==> config.mk <==
export PLATFORM = sky130hd
export DESIGN_NAME = pulse_readout_ctrl_flat
export DESIGN_NICKNAME = d
export VERILOG_FILES = /design/src/rtl/pulse_readout_ctrl_pkg.sv /design/src/rtl/pulse_readout_ctrl_if.sv /design/src/rtl/pulse_event_fifo.sv /design/src/rtl/pulse_readout_ctrl.sv /design/src/flat_wrapper.sv
export SDC_FILE = /design/constraint.sdc
export NUM_CORES = 2
export LEC_CHECK = 0
export ABC_CLOCK_PERIOD_IN_PS = 12500
export BUFFER_PORTS_ARGS = -buffer_cell sky130_fd_sc_hd__buf_2
export CORE_MARGIN = 3
export CORE_UTILIZATION = 63
export CTS_CLUSTER_DIAMETER = 120
export DETAILED_ROUTE_END_ITERATION = 7
export GPL_ROUTABILITY_DRIVEN = 0
export PLACE_DENSITY_LB_ADDON = 0.1
export SETUP_SLACK_MARGIN = 0.3
export SYNTH_ARGS = -nofsm -noshare
export SYNTH_HDL_FRONTEND = slang
export SYNTH_SLANG_ARGS = --single-unit
==> constraint.sdc <==
create_clock -name clk -period 12.5 [get_ports clk]
set_input_delay 3.75 -clock clk [delete_from_list [all_inputs] [get_ports clk]]
set_output_delay 3.75 -clock clk [all_outputs]
set_load 0.05 [all_outputs]
==> src/rtl/pulse_readout_ctrl_pkg.sv <==
// Shared types and pulse-word field layout for the pulse readout controller.
// Pure declarations: no latency, no flow control.
package pulse_ctrl_pkg;

    typedef enum logic [1:0] {
        IDLE  = 2'd0,
        ARM   = 2'd1,
        RUN   = 2'd2,
        DRAIN = 2'd3
    } state_t;

    localparam int PULSE_W   = 64;
    localparam int INTEG_LSB = 0;
    localparam int INTEG_W   = 32;
    localparam int LEN_LSB   = 32;
    localparam int LEN_W     = 24;
    localparam int PEAK_LSB  = 56;
    localparam int PEAK_W    = 8;

    typedef struct packed {
        logic [PEAK_W-1:0]  peak;
        logic [LEN_W-1:0]   len;
        logic [INTEG_W-1:0] integ;
    } pulse_t;

    function automatic logic [PEAK_W-1:0] pulse_peak(input logic [PULSE_W-1:0] w);
        return w[PEAK_LSB +: PEAK_W];
    endfunction

endpackage

==> src/rtl/pulse_readout_ctrl_if.sv <==
// Host read stream: oldest buffered pulse word with valid/ready handshake.
// Word transfers on a cycle where rd_valid and rd_ready are both high.
interface pulse_readout_ctrl_if;
    import pulse_ctrl_pkg::*;

    logic               rd_valid;
    logic               rd_ready;
    logic [PULSE_W-1:0] rd_data;

    modport master (output rd_valid, output rd_data, input rd_ready);
    modport slave  (input rd_valid, input rd_data, output rd_ready);

endinterface

==> src/rtl/pulse_event_fifo.sv <==
// Synchronous first-word-fall-through FIFO with registered head word and level.
// Push shows on rd_data one cycle later; push while full is accepted only alongside a pop.
module pulse_event_fifo #(
    parameter int WIDTH = 64,
    parameter int AW    = 4
) (
    input  logic             clk,
    input  logic             rst_n,
    input  logic             push,
    input  logic [WIDTH-1:0] push_data,
    input  logic             rd_ready,
    output logic             rd_valid,
    output logic [WIDTH-1:0] rd_data,
    output logic [AW:0]      level,
    output logic [AW:0]      level_nxt,
    output logic             full,
    output logic             empty
);
    localparam int DEPTH = 1 << AW;

    logic [WIDTH-1:0] mem [DEPTH];
    logic [AW-1:0]    wr_ptr;
    logic [AW-1:0]    rd_ptr;
    logic [AW-1:0]    rd_ptr_nxt;
    logic [AW:0]      level_after_pop;
    logic             pop;
    logic             push_ok;

    assign full            = (level == (AW+1)'(DEPTH));
    assign empty           = (level == '0);
    assign pop             = rd_valid & rd_ready;
    assign push_ok         = push & (~full | pop);
    assign rd_ptr_nxt      = rd_ptr + AW'(pop);
    assign level_after_pop = level - (AW+1)'(pop);
    assign level_nxt       = level_after_pop + (AW+1)'(push_ok);

    always_ff @(posedge clk) begin
        if (push_ok) begin
            mem[wr_ptr] <= push_data;
        end
    end

    // A word landing in an otherwise-empty FIFO bypasses the array so it is visible next cycle.
    always_ff @(posedge clk) begin
        if (!rst_n) begin
            wr_ptr   <= '0;
            rd_ptr   <= '0;
            level    <= '0;
            rd_valid <= 1'b0;
            rd_data  <= '0;
        end else begin
            if (push_ok) begin
                wr_ptr <= wr_ptr + AW'(1);
            end
            rd_ptr   <= rd_ptr_nxt;
            level    <= level_nxt;
            rd_valid <= (level_nxt != '0);
            if (push_ok && (level_after_pop == '0)) begin
                rd_data <= push_data;
            end else begin
                rd_data <= mem[rd_ptr_nxt];
            end
        end
    end

endmodule

==> src/rtl/pulse_readout_ctrl.sv <==
// Run control + event buffer for the pulse integrator; optional peak filter via PULSE_PEAK_FILTER_EN.
// Words appear on rd one cycle after pulse_ready; halt is registered, raised when FIFO free space <= HALT_MARGIN.
module pulse_readout_ctrl
    import pulse_ctrl_pkg::*;
#(
    parameter int FIFO_AW     = 4,
    parameter int HALT_MARGIN = 2,
    parameter int ARM_CYCLES  = 4
) (
    input  logic                 clk,
    input  logic                 rst_n,
    input  logic                 cmd_start,
    input  logic                 cmd_stop,
    input  logic [7:0]           cfg_threshold,
`ifdef PULSE_PEAK_FILTER_EN
    input  logic [7:0]           cfg_peak_min,
`endif
    input  logic                 pulse_ready,
    input  logic [PULSE_W-1:0]   pulse_word,
    output logic [7:0]           disc,
    output logic                 halt,
    output logic                 run,
    pulse_readout_ctrl_if.master rd,
    output logic [FIFO_AW:0]     fifo_level,
    output logic [31:0]          event_cnt,
`ifdef PULSE_PEAK_FILTER_EN
    output logic [15:0]          reject_cnt,
`endif
    output logic [15:0]          drop_cnt
);
    localparam int DEPTH = 1 << FIFO_AW;
    localparam int ACW   = ($clog2(ARM_CYCLES + 1) < 1) ? 1 : $clog2(ARM_CYCLES + 1);

    state_t           state;
    logic [ACW-1:0]   arm_cnt;
    logic [FIFO_AW:0] level_nxt;
    logic             fifo_full;
    logic             fifo_empty;
    logic             capture_raw;
    logic             capture;
    logic             pop;
    logic             accepted;
    logic             dropped;
    logic             start_acc;
    logic             near_full_nxt;

    assign start_acc   = (state == IDLE) & cmd_start & ~cmd_stop;
    assign capture_raw = pulse_ready & (state != IDLE);
    assign pop         = rd.rd_valid & rd.rd_ready;
    assign accepted    = capture & (~fifo_full | pop);
    assign dropped     = capture & ~accepted;

    // Looking at next-cycle occupancy keeps halt aligned with the fifo_level it reflects.
    assign near_full_nxt = (DEPTH - int'(level_nxt)) <= HALT_MARGIN;

`ifdef PULSE_PEAK_FILTER_EN
    logic [7:0] peak_min_q;
    logic       peak_ok;

    assign peak_ok = (pulse_peak(pulse_word) >= peak_min_q);
    assign capture = capture_raw & peak_ok;

    always_ff @(posedge clk) begin
        if (!rst_n) begin
            peak_min_q <= '0;
            reject_cnt <= '0;
        end else if (start_acc) begin
            peak_min_q <= cfg_peak_min;
            reject_cnt <= '0;
        end else if (capture_raw && !peak_ok && (reject_cnt != 16'hFFFF)) begin
            reject_cnt <= reject_cnt + 16'd1;
        end
    end
`else
    assign capture = capture_raw;
`endif

    pulse_event_fifo #(
        .WIDTH (PULSE_W),
        .AW    (FIFO_AW)
    ) u_fifo (
        .clk       (clk),
        .rst_n     (rst_n),
        .push      (capture),
        .push_data (pulse_word),
        .rd_ready  (rd.rd_ready),
        .rd_valid  (rd.rd_valid),
        .rd_data   (rd.rd_data),
        .level     (fifo_level),
        .level_nxt (level_nxt),
        .full      (fifo_full),
        .empty     (fifo_empty)
    );

    // HALT_MARGIN must be >= 1: the integrator can finish one more pulse after halt rises.
    always_ff @(posedge clk) begin
        if (!rst_n) begin
            state     <= IDLE;
            arm_cnt   <= '0;
            disc      <= '0;
            halt      <= 1'b1;
            run       <= 1'b0;
            event_cnt <= '0;
            drop_cnt  <= '0;
        end else begin
            case (state)
                IDLE: begin
                    halt <= 1'b1;
                    if (start_acc) begin
                        state   <= ARM;
                        arm_cnt <= '0;
                        disc    <= cfg_threshold;
                        run     <= 1'b1;
                    end
                end
                ARM: begin
                    halt <= 1'b1;
                    if (cmd_stop) begin
                        state <= DRAIN;
                        run   <= 1'b0;
                    end else if (arm_cnt == ACW'(ARM_CYCLES)) begin
                        state <= RUN;
                        halt  <= near_full_nxt;
                    end else begin
                        arm_cnt <= arm_cnt + ACW'(1);
                    end
                end
                RUN: begin
                    if (cmd_stop) begin
                        state <= DRAIN;
                        halt  <= 1'b1;
                        run   <= 1'b0;
                    end else begin
                        halt <= near_full_nxt;
                    end
                end
                DRAIN: begin
                    halt <= 1'b1;
                    if (fifo_empty) begin
                        state <= IDLE;
                    end
                end
                default: begin
                    state <= IDLE;
                    halt  <= 1'b1;
                    run   <= 1'b0;
                end
            endcase

            if (start_acc) begin
                event_cnt <= '0;
                drop_cnt  <= '0;
            end else begin
                if (accepted) begin
                    event_cnt <= event_cnt + 32'd1;
                end
                if (dropped && (drop_cnt != 16'hFFFF)) begin
                    drop_cnt <= drop_cnt + 16'd1;
                end
            end
        end
    end

endmodule

==> src/flat_wrapper.sv <==
// flat-port wrapper written by rule: the top's interface ports become plain ports
module pulse_readout_ctrl_flat import pulse_ctrl_pkg::*;
#(
    parameter int FIFO_AW     = 4,
    parameter int HALT_MARGIN = 2,
    parameter int ARM_CYCLES  = 4
)
  (clk, rst_n, cmd_start, cmd_stop, cfg_threshold, pulse_ready, pulse_word, disc, halt, run, fifo_level, event_cnt, drop_cnt, rd_rd_valid, rd_rd_data, rd_rd_ready);
  pulse_readout_ctrl_if rd_i ();
  input  logic clk;
  input  logic rst_n;
  input  logic cmd_start;
  input  logic cmd_stop;
  input  logic [7:0] cfg_threshold;
  input  logic pulse_ready;
  input  logic [PULSE_W-1:0] pulse_word;
  output logic [7:0] disc;
  output logic halt;
  output logic run;
  output logic [FIFO_AW:0] fifo_level;
  output logic [31:0] event_cnt;
  output logic [15:0] drop_cnt;
  output wire logic [$bits(rd_i.rd_valid)-1:0] rd_rd_valid;
  output wire logic [$bits(rd_i.rd_data)-1:0] rd_rd_data;
  input wire logic [$bits(rd_i.rd_ready)-1:0] rd_rd_ready;
  assign rd_rd_valid = rd_i.rd_valid;
  assign rd_rd_data = rd_i.rd_data;
  assign rd_i.rd_ready = rd_rd_ready;
  pulse_readout_ctrl #(.FIFO_AW(FIFO_AW), .HALT_MARGIN(HALT_MARGIN), .ARM_CYCLES(ARM_CYCLES)) u_core (.clk(clk), .rst_n(rst_n), .cmd_start(cmd_start), .cmd_stop(cmd_stop), .cfg_threshold(cfg_threshold), .pulse_ready(pulse_ready), .pulse_word(pulse_word), .disc(disc), .halt(halt), .run(run), .rd(rd_i), .fifo_level(fifo_level), .event_cnt(event_cnt), .drop_cnt(drop_cnt));
endmodule
==> impl_metrics.py <==
metrics = {
    "clocking": {
        "clockBufferDepth": 3,
        "clkTransAtPathRegs_ns": 0.06,
        "postCtsSetupBuffers": 0,
        "ctsHoldBuffers": 0,
        "clk_latency_ns": 0.68,
        "ctsResizeCount": 0,
        "cts_buffers": 112,
        "cts.sinks": 1165,
        "cts_root_buffer": "clkbuf_16",
        "cts_tree": "done",
        "cts_max_level": 3,
    },
    "cells_and_area": {
        "nets": 2700,
        "seq_area_sq_um": 33600,
        "multiInputGateArea_sq_um": 10400,
        "fillers": 4172,
        "area_delta_synth_final_pct": 13.4,
        "layout_common_cells": "1024 x edfxtp_1, 284 x nand2_1, 256 x mux4_2",
        "layout_commonest_cell": "edfxtp_1",
        "utilization_pct": 72.8,
        "final_layout_size_suffix_gt1_share_pct": 25.8,
    },
    "power": {
        "power_density_nw_per_um2": 198,
        "ir_drop_uv": 167,
        "total_leakage_power_nw": 16.5,
        "power_mw": 9.98,
    },
    "yosys": {
        "synth_cells": 2368,
        "synth_mux_area_share_pct": 13.2,
        "synth_compound_area_share_pct": 2.30,
        "async_reset_ff_share_pct": 0,
        "synthesis.nets": 2467,
        "avgSynthCellArea_sq_um": 18.8,
        "netlist_area_sq_um": 44400,
        "synth_ff_type": "edfxtp_1",
        "synth_top_family_by_area": "multiplexers",
        "yosys_warnings": 0,
        "seq_area_frac_synth_pct": 75.6,
        "synth_fa_ha_area_share_pct": 0.592,
        "synth.distinct_cells": 46,
        "synth_edf_count": 1024,
        "synthXorXnorAreaFrac_pct": 0.808,
        "ys_seq_elements": 1165,
        "synth-simple-area-share_pct": 6.15,
    },
    "critical_path": {
        "slowest_delay_ns": 0.74,
        "path_max_fanout": 91,
        "crit_path_end": "u_core.u_fifo.rd_data[2]",
        "r2r-start": "u_core.state[0]",
        "critPathMostFrequentCell": "nand2_1",
        "cp-end-kind": "flop",
        "reg2reg_to": "u_core.u_fifo.mem[15][48]",
        "arrival_ns": 7.42,
        "crit_chain": "buf_2 > nand2_1 > inv_1 > ha_4 > buf_12 > buf_4 > mux4_2 > nand2_1 > nand3_1 > a32o_1",
        "critical_path.slowest_cell": "ha_4",
        "reg2reg_depth": 9,
        "path_class": "in -> reg",
        "cp-start-kind": "input port",
        "crit_start": "rd_rd_ready",
        "rrSetupSlack_ns": 8.44,
        "worst_ep_required_time_ns": 13.06,
    },
    "outcome": {
        "status": "complete, no violations",
    },
    "placed_design": {
        "port_buffers": 205,
        "hpwl_um": 48100,
    },
    "die": {
        "die-area_sq_um": 73700,
        "pin_count": 206,
        "die_h_um": 272,
        "start_util_pct": 64.2,
        "core-area_sq_um": 69200,
        "die_w_um": 272,
        "row_count": 96,
    },
    "sta": {
        "min_period_ns": 6.86,
        "fin_skew_ns": 0.0228,
        "finalHoldViolCount": 0,
        "rsz0062_at_grt": "false",
        "slew_headroom_pct": 15.6,
        "tightest_slew_ns": 1.23,
        "fmax_mhz": 146,
        "maxSlewViolCount": 0,
        "setup_violations": 0,
        "finalCritPeriodShare_pct": 54.9,
        "setup_tns_ns": 0,
    },
    "routing": {
        "wire_per_inst_um": 27.5,
        "drt_iter0_drc": 2340,
        "routed-via-count": 23300,
        "via_per_inst": 6.41,
        "wirelength_um": 99900,
        "drtAntennaViolNets": 0,
        "first_pass_iters": 5,
        "drc": 0,
    },
    "global_route": {
        "grt.overflow.total": 0,
        "grt_max_degree": 164,
        "antenna_found_initial": 10,
        "gr-usage-all-layers_pct": 27.6,
        "grt_pass1_wl_um": 151000,
        "grt_pass1_vias": 24100,
    },
    "min_path": {
        "hold_class": "reg -> reg",
    },
    "flow_run": {
        "maxCapViolations": 0,
    },
}
==> synthesized netlist by cell type, types with 5 or more instances <==
cell	instances	area (sq um)
a21oi_1	26	130
a32o_1	64	641
and2_1	15	93.8
and3_1	7	43.8
buf_1	16	60.1
buf_2	24	120
clkbuf_1	89	334
dfxtp_1	141	2820
edfxtp_1	1024	30700
ha_1	21	263
inv_1	26	97.6
mux2i_1	9	90.1
mux4_2	256	5770
nand2_1	284	1070
nand2b_1	5	31.3
nand3_1	145	726
nand4_1	19	119
nor2_1	46	173
nor2b_1	10	62.6
nor3_1	13	65.1
nor3b_1	5	37.5
nor4_1	11	68.8
o21ai_0	20	100
o31ai_1	6	45.0
or3_1	15	93.8
or4_1	6	45.0
xnor2_1	31	272
xor2_1	10	87.6
==> worst min path at each step <==
| stage | from | to | slack, ns | depth (start not counted) |
|---|---|---|---|---|
| detailed placement | u_core.event_cnt[31] | u_core.event_cnt[31] | 0.48 | 2 |
| finish | u_core.event_cnt[31] | u_core.event_cnt[31] | 0.50 | 2 |
| floorplan | u_core.u_fifo.wr_ptr[1] | u_core.u_fifo.wr_ptr[1] | 0.49 | 2 |
| global route | u_core.event_cnt[31] | u_core.event_cnt[31] | 0.52 | 2 |
| CTS | u_core.event_cnt[31] | u_core.event_cnt[31] | 0.48 | 2 |
| global placement | u_core.event_cnt[31] | u_core.event_cnt[31] | 0.46 | 2 |
==> area by class of cell <==
type / instances / area share (%)
clock inverter: 55 / 1.07
multi-input combinational: 1047 / 20.7
tap: 931 / 2.31
timing repair buffer: 248 / 2.75
inverter: 27 / 0.201
clock buffer: 155 / 6.25
sequential: 1165 / 66.7
antenna: 6 / 0.0298
==> critical path: cells and delay by family <==
kind / cells / cell delay, ns
AO/OA/AOI/OAI: 1 / 0.34
adder cells (fa/ha/maj): 1 / 0.74
buffers and inverters: 4 / 1.55
multiplexers: 1 / 0.61
AND/OR/NAND/NOR: 3 / 0.29
==> per-layer routing <==
metal / global-route usage (%) / wire [um] / share of wire (%) / up-vias
li1: - / - / - / 9970
met1: 37.9 / 39300 / 39 / 12200
met2: 45.8 / 50500 / 51 / 961
met3: 5.01 / 7420 / 7.4 / 204
met4: 9.15 / 2750 / 2.8 / 8
met5: 0 / 48 / 0.048 / -
==> stage by stage <==
step	setup slack, ns	instances	area [sq um]	hold WS (ns)
2_1_floorplan	2.95	2368	44400	0.489
3_3_place_gp	4.93	3418	46700	0.458
3_5_place_dp	4.92	3418	46700	0.476
4_1_cts	5.58	3628	50300	0.484
5_1_grt	5.27	3629	50300	0.516
6_report	5.64	3634	50400	0.497
==> kinds of logic (layout without fill, tap and decap cells) <==
logic type,Yosys count,after routing
AO/OA/AOI/OAI,128,128
XOR/XNOR,41,41
adder cells (fa/ha/maj),21,21
buffers and inverters,156,485
flip-flops,1165,1165
multiplexers,265,265
other,0,6
AND/OR/NAND/NOR,592,592
==> registers in the layout, indices dropped and copies added (netlist names), 2 cells and up <==
signal                 count
u_core.u_fifo.rd_ptr       4
u_core.arm_cnt             3
u_core.drop_cnt           16
u_core.event_cnt          32
u_core.disc                8
u_core.u_fifo.mem       1024
u_core.u_fifo.wr_ptr       4
u_core.u_fifo.rd_data     64
u_core.state               2
u_core.u_fifo.level        5
==> power breakdown <==
part	total [mW]	internal (mW)	switching, mW
Clock	3.34	1.94	1.40
Sequential	4.49	4.41	0.0803
Combinational	2.14	0.920	1.22
Total	9.98	7.28	2.70
Note: power is estimated with default switching activity, not from simulation.
